--- config.mk ---
export PLATFORM = sky130hd
export DESIGN_NAME = apb_slave_regfile_flat
export DESIGN_NICKNAME = d
export VERILOG_FILES = /design/src/rtl/apb_slave_regfile_pkg.sv /design/src/rtl/apb_slave_regfile_if.sv /design/src/rtl/apb_slave_regfile_regbank.sv /design/src/rtl/apb_slave_regfile.sv /design/src/flat_wrapper.sv
export SDC_FILE = /design/constraint.sdc
export NUM_CORES = 1
export LEC_CHECK = 0
export ABC_AREA = 1
export ABC_CLOCK_PERIOD_IN_PS = 2700
export BUFFER_PORTS_ARGS = -buffer_cell sky130_fd_sc_hd__buf_2
export CORE_ASPECT_RATIO = 1.75
export CORE_MARGIN = 4
export CORE_UTILIZATION = 49
export CTS_CLUSTER_DIAMETER = 80
export DETAILED_ROUTE_END_ITERATION = 8
export PLACE_DENSITY = 0.68
export SLEW_MARGIN = 10
export SYNTH_ARGS = -nofsm -noshare
export SYNTH_HDL_FRONTEND = slang
export SYNTH_SLANG_ARGS = --single-unit
--- constraint.sdc ---
create_clock -name clk -period 2.7 [get_ports clk]
set_clock_uncertainty 0.1 [all_clocks]
set_input_delay 0.405 -clock clk [delete_from_list [all_inputs] [get_ports clk]]
set_output_delay 0.405 -clock clk [all_outputs]
set_load 0.01 [all_outputs]
--- src/rtl/apb_slave_regfile_pkg.sv ---
// Shared types and constants for the APB test-slave register file.
package apb_slv_pkg;

    typedef enum logic [1:0] {
        IDLE,
        WAIT,
        RESP
    } apb_slv_state_e;

    localparam logic [11:0] WAIT_OFS  = 12'hFF8;
    localparam logic [11:0] ID_OFS    = 12'hFFC;
    localparam logic [31:0] ID_PREFIX = 32'hA9B0_0000;
    localparam int          WAIT_W    = 4;

endpackage

--- src/rtl/apb_slave_regfile_if.sv ---
// APB bus bundle seen by one responder; the master side drives the request.
interface apb_slave_regfile_if #(
    parameter int ADDR_WIDTH = 32,
    parameter int DATA_WIDTH = 32
);
    logic [ADDR_WIDTH-1:0] paddr_i;
    logic [DATA_WIDTH-1:0] pwdata_i;
    logic                  pwrite_i;
    logic                  penable_i;
    logic [1:0]            psel_i;
    logic [DATA_WIDTH-1:0] prdata_o;
    logic                  pready_o;
    logic                  pslverr_o;

    modport master (
        output paddr_i, pwdata_i, pwrite_i, penable_i, psel_i,
        input  prdata_o, pready_o, pslverr_o
    );

    modport slave (
        input  paddr_i, pwdata_i, pwrite_i, penable_i, psel_i,
        output prdata_o, pready_o, pslverr_o
    );
endinterface

--- src/rtl/apb_slave_regfile_regbank.sv ---
// Data register storage: one synchronous write port, one combinational read port.
module apb_slv_regbank #(
    parameter int NUM_REGS   = 16,
    parameter int DATA_WIDTH = 32,
    parameter int IDX_W      = (NUM_REGS > 1) ? $clog2(NUM_REGS) : 1
) (
    input  logic                  clk,
    input  logic                  rst,
    input  logic                  we,
    input  logic [IDX_W-1:0]      waddr,
    input  logic [DATA_WIDTH-1:0] wdata,
    input  logic [IDX_W-1:0]      raddr,
    output logic [DATA_WIDTH-1:0] rdata
);

    logic [DATA_WIDTH-1:0] mem [NUM_REGS];

    // Clear every register on reset, otherwise store the committed write.
    always_ff @(posedge clk) begin
        if (rst) begin
            for (int i = 0; i < NUM_REGS; i++) begin
                mem[i] <= '0;
            end
        end else if (we) begin
            mem[waddr] <= wdata;
        end
    end

    assign rdata = mem[raddr];

endmodule

--- src/rtl/apb_slave_regfile.sv ---
// APB responder serving data registers, a wait-state register and an ID register
// inside a 4 KB window; inserts programmable wait states and flags bad accesses.
module apb_slave_regfile
    import apb_slv_pkg::*;
#(
    parameter int                    ADDR_WIDTH = 32,
    parameter int                    DATA_WIDTH = 32,
    parameter logic [ADDR_WIDTH-1:0] BASE_ADDR  = 32'h0001_F000,
    parameter int                    SEL_IDX    = 0,
    parameter int                    NUM_REGS   = 16,
    parameter logic [WAIT_W-1:0]     WAIT_RST   = '0
) (
    input logic                clk,
    input logic                rst,
    apb_slave_regfile_if.slave bus
);

    localparam int IDX_W = (NUM_REGS > 1) ? $clog2(NUM_REGS) : 1;
    localparam logic [11:0]           DATA_END = 12'(4 * NUM_REGS);
    localparam logic [DATA_WIDTH-1:0] ID_VALUE = DATA_WIDTH'(ID_PREFIX | 32'(SEL_IDX));

    apb_slv_state_e        state_q;
    logic [ADDR_WIDTH-1:0] addr_q;
    logic                  wr_q;
    logic [DATA_WIDTH-1:0] wdata_q;
    logic                  err_q;
    logic [WAIT_W-1:0]     cnt_q;
    logic [WAIT_W-1:0]     wait_q;

    logic                  sel;
    logic                  unused_psel;
    logic [ADDR_WIDTH-1:0] dec_addr;
    logic                  dec_wr;
    logic [11:0]           dec_ofs;
    logic                  is_data;
    logic                  is_wait;
    logic                  is_id;
    logic                  dec_err;
    logic [DATA_WIDTH-1:0] rd_val;
    logic [IDX_W-1:0]      bank_idx;
    logic                  bank_we;
    logic [DATA_WIDTH-1:0] bank_rdata;

    assign sel         = bus.psel_i[SEL_IDX];
    assign unused_psel = ^bus.psel_i;

    // Decode the live request while idle, the latched one once a transfer is under way.
    always_comb begin
        dec_addr = (state_q == IDLE) ? bus.paddr_i  : addr_q;
        dec_wr   = (state_q == IDLE) ? bus.pwrite_i : wr_q;
        dec_ofs  = dec_addr[11:0];
        is_data  = (dec_ofs < DATA_END);
        is_wait  = (dec_ofs == WAIT_OFS);
        is_id    = (dec_ofs == ID_OFS);
        dec_err  = (dec_addr[1:0] != 2'b00)
                || (dec_addr[ADDR_WIDTH-1:12] != BASE_ADDR[ADDR_WIDTH-1:12])
                || !(is_data || is_wait || is_id)
                || (is_id && dec_wr);
        bank_idx = dec_ofs[IDX_W+1:2];
        rd_val   = '0;
        if (!dec_err && !dec_wr) begin
            if (is_data) begin
                rd_val = bank_rdata;
            end else if (is_wait) begin
                rd_val = {{(DATA_WIDTH-WAIT_W){1'b0}}, wait_q};
            end else begin
                rd_val = ID_VALUE;
            end
        end
    end

    assign bank_we = (state_q == RESP) && wr_q && !err_q && is_data;

    apb_slv_regbank #(
        .NUM_REGS   (NUM_REGS),
        .DATA_WIDTH (DATA_WIDTH),
        .IDX_W      (IDX_W)
    ) u_regbank (
        .clk   (clk),
        .rst   (rst),
        .we    (bank_we),
        .waddr (bank_idx),
        .wdata (wdata_q),
        .raddr (bank_idx),
        .rdata (bank_rdata)
    );

    // Transfer FSM with wait counter, WAIT register and registered response outputs.
    always_ff @(posedge clk) begin
        if (rst) begin
            state_q       <= IDLE;
            addr_q        <= '0;
            wr_q          <= 1'b0;
            wdata_q       <= '0;
            err_q         <= 1'b0;
            cnt_q         <= '0;
            wait_q        <= WAIT_RST;
            bus.prdata_o  <= '0;
            bus.pready_o  <= 1'b0;
            bus.pslverr_o <= 1'b0;
        end else begin
            bus.prdata_o  <= '0;
            bus.pready_o  <= 1'b0;
            bus.pslverr_o <= 1'b0;
            case (state_q)
                IDLE: begin
                    if (sel && !bus.penable_i) begin
                        addr_q  <= bus.paddr_i;
                        wr_q    <= bus.pwrite_i;
                        wdata_q <= bus.pwdata_i;
                        err_q   <= dec_err;
                        cnt_q   <= wait_q;
                        if (wait_q == '0) begin
                            state_q       <= RESP;
                            bus.pready_o  <= 1'b1;
                            bus.pslverr_o <= dec_err;
                            bus.prdata_o  <= rd_val;
                        end else begin
                            state_q <= WAIT;
                        end
                    end
                end
                WAIT: begin
                    if (!sel) begin
                        state_q <= IDLE;
                    end else begin
                        cnt_q <= cnt_q - WAIT_W'(1);
                        if (cnt_q == WAIT_W'(1)) begin
                            state_q       <= RESP;
                            bus.pready_o  <= 1'b1;
                            bus.pslverr_o <= err_q;
                            bus.prdata_o  <= rd_val;
                        end
                    end
                end
                RESP: begin
                    state_q <= IDLE;
                    if (wr_q && !err_q && is_wait) begin
                        wait_q <= wdata_q[WAIT_W-1:0];
                    end
                end
                default: state_q <= IDLE;
            endcase
        end
    end

endmodule

--- src/flat_wrapper.sv ---
// flat-port wrapper written by rule: the top's interface ports become plain ports
module apb_slave_regfile_flat import apb_slv_pkg::*;
#(
    parameter int                    ADDR_WIDTH = 32,
    parameter int                    DATA_WIDTH = 32,
    parameter logic [ADDR_WIDTH-1:0] BASE_ADDR  = 32'h0001_F000,
    parameter int                    SEL_IDX    = 0,
    parameter int                    NUM_REGS   = 16,
    parameter logic [WAIT_W-1:0]     WAIT_RST   = '0
)
  (clk, rst, bus_paddr_i, bus_pwdata_i, bus_pwrite_i, bus_penable_i, bus_psel_i, bus_prdata_o, bus_pready_o, bus_pslverr_o);
  apb_slave_regfile_if #(.ADDR_WIDTH(ADDR_WIDTH), .DATA_WIDTH(DATA_WIDTH)) bus_i ();
  input logic clk;
  input logic rst;
  input wire logic [$bits(bus_i.paddr_i)-1:0] bus_paddr_i;
  input wire logic [$bits(bus_i.pwdata_i)-1:0] bus_pwdata_i;
  input wire logic [$bits(bus_i.pwrite_i)-1:0] bus_pwrite_i;
  input wire logic [$bits(bus_i.penable_i)-1:0] bus_penable_i;
  input wire logic [$bits(bus_i.psel_i)-1:0] bus_psel_i;
  output wire logic [$bits(bus_i.prdata_o)-1:0] bus_prdata_o;
  output wire logic [$bits(bus_i.pready_o)-1:0] bus_pready_o;
  output wire logic [$bits(bus_i.pslverr_o)-1:0] bus_pslverr_o;
  assign bus_i.paddr_i = bus_paddr_i;
  assign bus_i.pwdata_i = bus_pwdata_i;
  assign bus_i.pwrite_i = bus_pwrite_i;
  assign bus_i.penable_i = bus_penable_i;
  assign bus_i.psel_i = bus_psel_i;
  assign bus_prdata_o = bus_i.prdata_o;
  assign bus_pready_o = bus_i.pready_o;
  assign bus_pslverr_o = bus_i.pslverr_o;
  apb_slave_regfile #(.ADDR_WIDTH(ADDR_WIDTH), .DATA_WIDTH(DATA_WIDTH), .BASE_ADDR(BASE_ADDR), .SEL_IDX(SEL_IDX), .NUM_REGS(NUM_REGS), .WAIT_RST(WAIT_RST)) u_core (.clk(clk), .rst(rst), .bus(bus_i));
endmodule
### Word level (Yosys, flattened, before mapping)

Memories as Yosys holds them, arrays and structs flattened.
Index checks and enable logic that the tools add are counted.

* add/sub/neg operators: 1
* $mul: 0
* div/mod/pow operators: 0
* order comparisons: 1
* equal/unequal tests: 9
* shift operators: 0
* multiplexer cells: 36
* bitwise gates (word level): 0
* reductions and logical operators: 27

Operator list (count)
* two-way mux 32 bit: 9
* one-hot mux 32 bit (2 select lines): 1
* OR reduction 32 bit: 1
* == test 12 bit (second input constant): 2
* != test 20 x 5 -> 1 bit (second input constant): 1
* two-way mux 1 bit: 15
* < comparator 12 x 7 -> 1 bit (second input constant): 1
* two-way mux 4 bit: 3
* logical AND 1 bit: 8
* two-way mux 2 bit: 4
* one-hot mux 4 bit (2 select lines): 1
* AND reduction 2 bit: 3
* logical NOT 1 bit: 5
* logical OR 1 bit: 5
* == test 4 x 1 -> 1 bit (second input constant): 1
* logical NOT 4 bit: 1
* != test 2 bit (second input constant): 2
* one-hot mux 1 bit (2 select lines): 2
* one-hot mux 2 bit (2 select lines): 1
* nonzero test 2 bit: 2
* subtractor 4 x 1 -> 4 bit (second input constant): 1
* != test 3 x 2 -> 1 bit (second input constant): 1
* AND reduction 3 bit: 1
* == test 2 x 1 -> 1 bit (second input constant): 1
* 2 further kinds: 2

* register bits after elaboration: 110
* latch bits: 0
* RAM bits: 512
* bits in read-only memories: 0
* bits of input ports: 70
* word-level logic and storage cells: 85
* memories kept: 1

Memories
* u_core.u_regbank.mem: words 16, bits a word 32, rd ports 1, clocked after Yosys merged registers in 0, write ports 16, line apb_slave_regfile_regbank.sv:16 `logic [DATA_WIDTH-1:0] mem [NUM_REGS];`

### Longest topological paths before layout

* depth after elaboration: 14
* gate-level depth with buffers: 15
* depth with buffers taken out: 13

### Cells and area by module

From an unflattened synthesis, not the netlist that was laid out.

* cell total of the unflattened synthesis: 3322
* area total of the unflattened synthesis: 29051.6 µm²

By module, submodules not included
* apb_slv_regbank: times used 1, cells each 2733, area each 24678.7 µm²
* apb_slave_regfile: times used 1, cells each 589, area each 4372.9 µm²

### Least setup slack after synthesis

Ideal clock, no wire load.

* kind: register -> register
* start point: register u_core.state_q[1]
* end point: memory u_core.u_regbank.mem[5][0] (enable)
* arrival time: 2.461 ns
* required time: 2.211 ns
* slack: -0.251 ns
* cell stages (with the launch flop): 14
* path buffers: 2
* clock period less this slack: 2.951 ns
* path through: dfxtp_1 > inv_2 > nand2_1 > buf_4 > nand2_1 > nand2_1 > nor2_1 > nand3_2 > inv_2 > nand3_2 > nor2_1 > nand2_1 > buf_2 > nand2_1

RTL lines
* start, declared: line apb_slave_regfile.sv:22 `apb_slv_state_e state_q;`
* start signal, assigned: line apb_slave_regfile.sv:91 `state_q <= IDLE;`
* start signal, assigned: line apb_slave_regfile.sv:114 `state_q <= RESP;`
* start signal, assigned: line apb_slave_regfile.sv:119 `state_q <= WAIT;`
* end, declared: line apb_slave_regfile_regbank.sv:16

==> metrics.txt <==
result of the run=completed; CP Data Arrival Time=2.75 ns; fin. max-slew vios=0; Die Footprint=59240 µm²; post-synthesis average cell area=9.370 µm²; Seq cells post-synth=622; largest net degree at the start of global routing=52; final critical-path required period=2.523 ns; met3 global-route usage=0.03592; Routed wire per std cell=21.11 µm; number of core rows=113; reg-to-reg startpoint=u_core.state_q[0]; total inserted antenna cells=0; H-tree depth reported by CTS=2; via count of the first global-routing pass=21.17k; Setup Total Neg Slack=0 ns; number of top-level design ports=104; share of final-layout standard cells stronger than drive strength 1=0.1609; final wirelength=79540 µm; number of standard cells after synthesis=2890; buffer levels on the longest clock path=3; remaining routing DRC violations=0; height of the die=319.0 µm; Finish-stage setup viols=0; most used standard cells in the synthesized netlist=1037 x nor2_1, 512 x edfxtp_1, 413 x nand2_1, 158 x or2_2, 136 x inv_1; clock-pin slew on the worst setup and hold paths=0.06 ns; Crit path required time=2.93 ns; count of flip-flops with a built-in enable after synthesis=512; Yosys top cell by area=edfxtp_1; cell type of the slowest stage on the worst timing path=buf_4; proportion of synthesized flip-flops having asynchronous set or reset=0; top post-synthesis cells by area=edfxtp_1 57%, nor2_1 14%, dfxtp_1 8.1%; area of the multi-input gates=8189 µm²; number of nets in the synthesized netlist=2962; cells on worst reg2reg path=12; Global Route met1 Usage=0.3016; CP dominant cell by count=nor2_1; min-delay worst type=input port to register; kind of critical path=register to register; Final GP Congestion=0.8288; most repeated cell in the gate-level netlist after synthesis=nor2_1; hold violation count in the final report=0; part of the cycle the worst path needs=0.9344; number of vias in the routed layout=20.87k; Hold Crit Start=bus_pwdata_i[29]; fmax=396.4 MHz; busiest layer in global routing=met2; Critical R2R Capture=u_core.u_regbank.mem[9][17]; worst setup slack for register-to-register paths=0.18 ns; count of buffering cells on the critical path with inverters included=3; largest fanout of any net on the critical path=32; worst slew pin tran=0.6589 ns; Slew Limit Headroom=0.5607; VDD IR max=0.5025 mV; total number of nets in the final design=3101; starting density of the core=0.4962; violation count after the first detailed-routing iteration=2042; TritonCTS Buffers=56; initial antenna violation count=0; number of warnings reported in the yosys synthesis log=0; Critical Path End Type=register; Vias/cell=5.540; series of cell instances along the critical path=nor2_1 -> buf_4 -> nand2_1 -> o21ai_1 -> nor2_1 -> nand3_2 -> inv_2 -> nand3_2 -> nor2_1 -> nand2_1 -> buf_4 -> nor2_1; TritonCTS clock tree=done; buffers added on ports=102; die width=185.7 µm; critical path startpoint category=register; HPWL after DPL=47130 µm; Pre-Repair DR Iteration Count=6; # Max-Cap Violations=0; worst hold slack=0.01093 ns; placeable core area=54570 µm²; leakage power summed over all cells=12.53 nW; Layout Area Growth over Synthesis=16.35%; maximum cell stage delay along the critical path=0.55 ns; number of routed nets with antenna violations=0; register area=17580 µm²; RSZ-0062 raised after global routing=false; Total Routing Usage GR=0.2654; Worst Hold Path EP=u_core.wdata_q[29]; post-synthesis cell type count=28; dominant delay contributor by cell family on the critical path=buffers and inverters; met2 Use GR=0.4823; worst skew pair latency=0.62 ns; portion of synthesized cell area occupied by the leading cell type=0.5678; number of clock sinks=622; beginning of the critical path=u_core.state_q[0]; main flop type after synthesis=edfxtp_1; total congestion overflow after global routing=0; first-pass GRT wire length=119900 µm; master cell of the clock root buffer=clkbuf_16; ratio of total power to cell area=671.3 nW/µm²; total of fill cells in the finished design=4588; Seq/Total Area, Yosys=0.6491; netlist area before placement=27080 µm²; cell count of the worst hold path=3
==> sequential cells by signal (all words and copies together) (netlist names) <==
| register | flops |
|---|---|
| u_core.bus.prdata_o | 32 |
| u_core.err_q | 1 |
| u_core.cnt_q | 4 |
| u_core.bus.pslverr_o | 1 |
| u_core.wdata_q | 32 |
| u_core.u_regbank.mem | 512 |
| u_core.wait_q | 4 |
| u_core.bus.pready_o | 1 |
| u_core.addr_q | 32 |
| u_core.wr_q | 1 |
| u_core.state_q | 2 |
==> metal layers <==
| layer | part of all wire | wire length, µm |
|---|---|---|
| met5 | 0 | 0 |
| met4 | 0.056 | 4447 |
| met3 | 0.081 | 6468 |
| met2 | 0.52 | 41440 |
| met1 | 0.34 | 27180 |
==> cells in the final DEF, fill, tap and decap left out, types with 6 or more instances in the layout <==
| cell type | count |
|---|---|
| nand2_2 | 18 |
| clkinv_2 | 15 |
| nor2_1 | 1033 |
| nand4_1 | 31 |
| clkbuf_1 | 7 |
| clkbuf_8 | 10 |
| or2_2 | 158 |
| nand2_1 | 394 |
| edfxtp_1 | 512 |
| dfxtp_1 | 110 |
| clkbuf_16 | 59 |
| nor2_2 | 6 |
| inv_1 | 134 |
| a21oi_1 | 79 |
| clkinv_1 | 37 |
| dlygate4sd3_1 | 55 |
| buf_4 | 59 |
| a211oi_1 | 7 |
| nand3_1 | 70 |
| buf_12 | 43 |
| buf_2 | 102 |
| o21ai_0 | 101 |
==> cell type report <==
| class | count | share of cell area |
|---|---|---|
| clock buffer | 78 | 0.05238 |
| clock inverter | 28 | 0.006950 |
| inverter | 171 | 0.02041 |
| multi-input combinational | 1919 | 0.2599 |
| sequential | 622 | 0.5579 |
| tap | 690 | 0.02740 |
| timing repair buffer | 259 | 0.07506 |
==> worst max-delay path by stage <==
stage,end,slack (ns),depth (start not counted)
after floorplan,u_core.u_regbank.mem[8][0],0.05,10
after global placement,u_core.u_regbank.mem[0][16],0.22,12
after detailed placement,u_core.u_regbank.mem[9][6],0.22,12
after CTS,u_core.u_regbank.mem[0][5],0.21,12
after global routing,u_core.u_regbank.mem[9][17],0.005,12
final,u_core.u_regbank.mem[9][17],0.18,12
==> worst min-delay path, stage by stage <==
cell     delay, ns
buf_2         0.07
o21ai_0       0.08
a21oi_1       0.12
==> stage by stage <==
step | setup WS [ns] | std cells | power (W) | util | area [µm²]
2_1_floorplan | 0.05083 | 2890 | 0.01229 | - | 27120
3_3_place_gp | 0.2176 | 3606 | 0.01313 | 0.5330 | 29090
3_5_place_dp | 0.2196 | 3606 | 0.01319 | 0.5330 | 29090
4_1_cts | 0.2098 | 3767 | 0.02118 | 0.5773 | 31510
5_1_grt | 0.004849 | 3767 | 0.02186 | 0.5773 | 31510
6_report | 0.1772 | 3767 | 0.02115 | 0.5773 | 31510
==> cells by family after synthesis <==
logic type / after synthesis / synth area share
compound gates: 192 / 0.03646
xor+xnor: 2 / 0.0006470
fa+ha+maj: 2 / 0.0009240
buf+inv: 349 / 0.05170
flops: 622 / 0.6491
simple gates: 1723 / 0.2612
==> timing repair <==
item | 4_1_cts | 5_1_grt
resized for setup | 0 | 0
hold buffers | 55 | 0
buffers inserted | 0 | 0
hold endpoints to repair | 55 | 0
==> power breakdown <==
group,total (W),internal (W),switching [W]
Sequential,0.0108,0.0107,0.000103
Combinational,0.00230,0.000755,0.00154
Clock,0.00808,0.00448,0.00360
Total,0.0211,0.0159,0.00524
No activity file was read; power rests on OpenSTA's default activity.
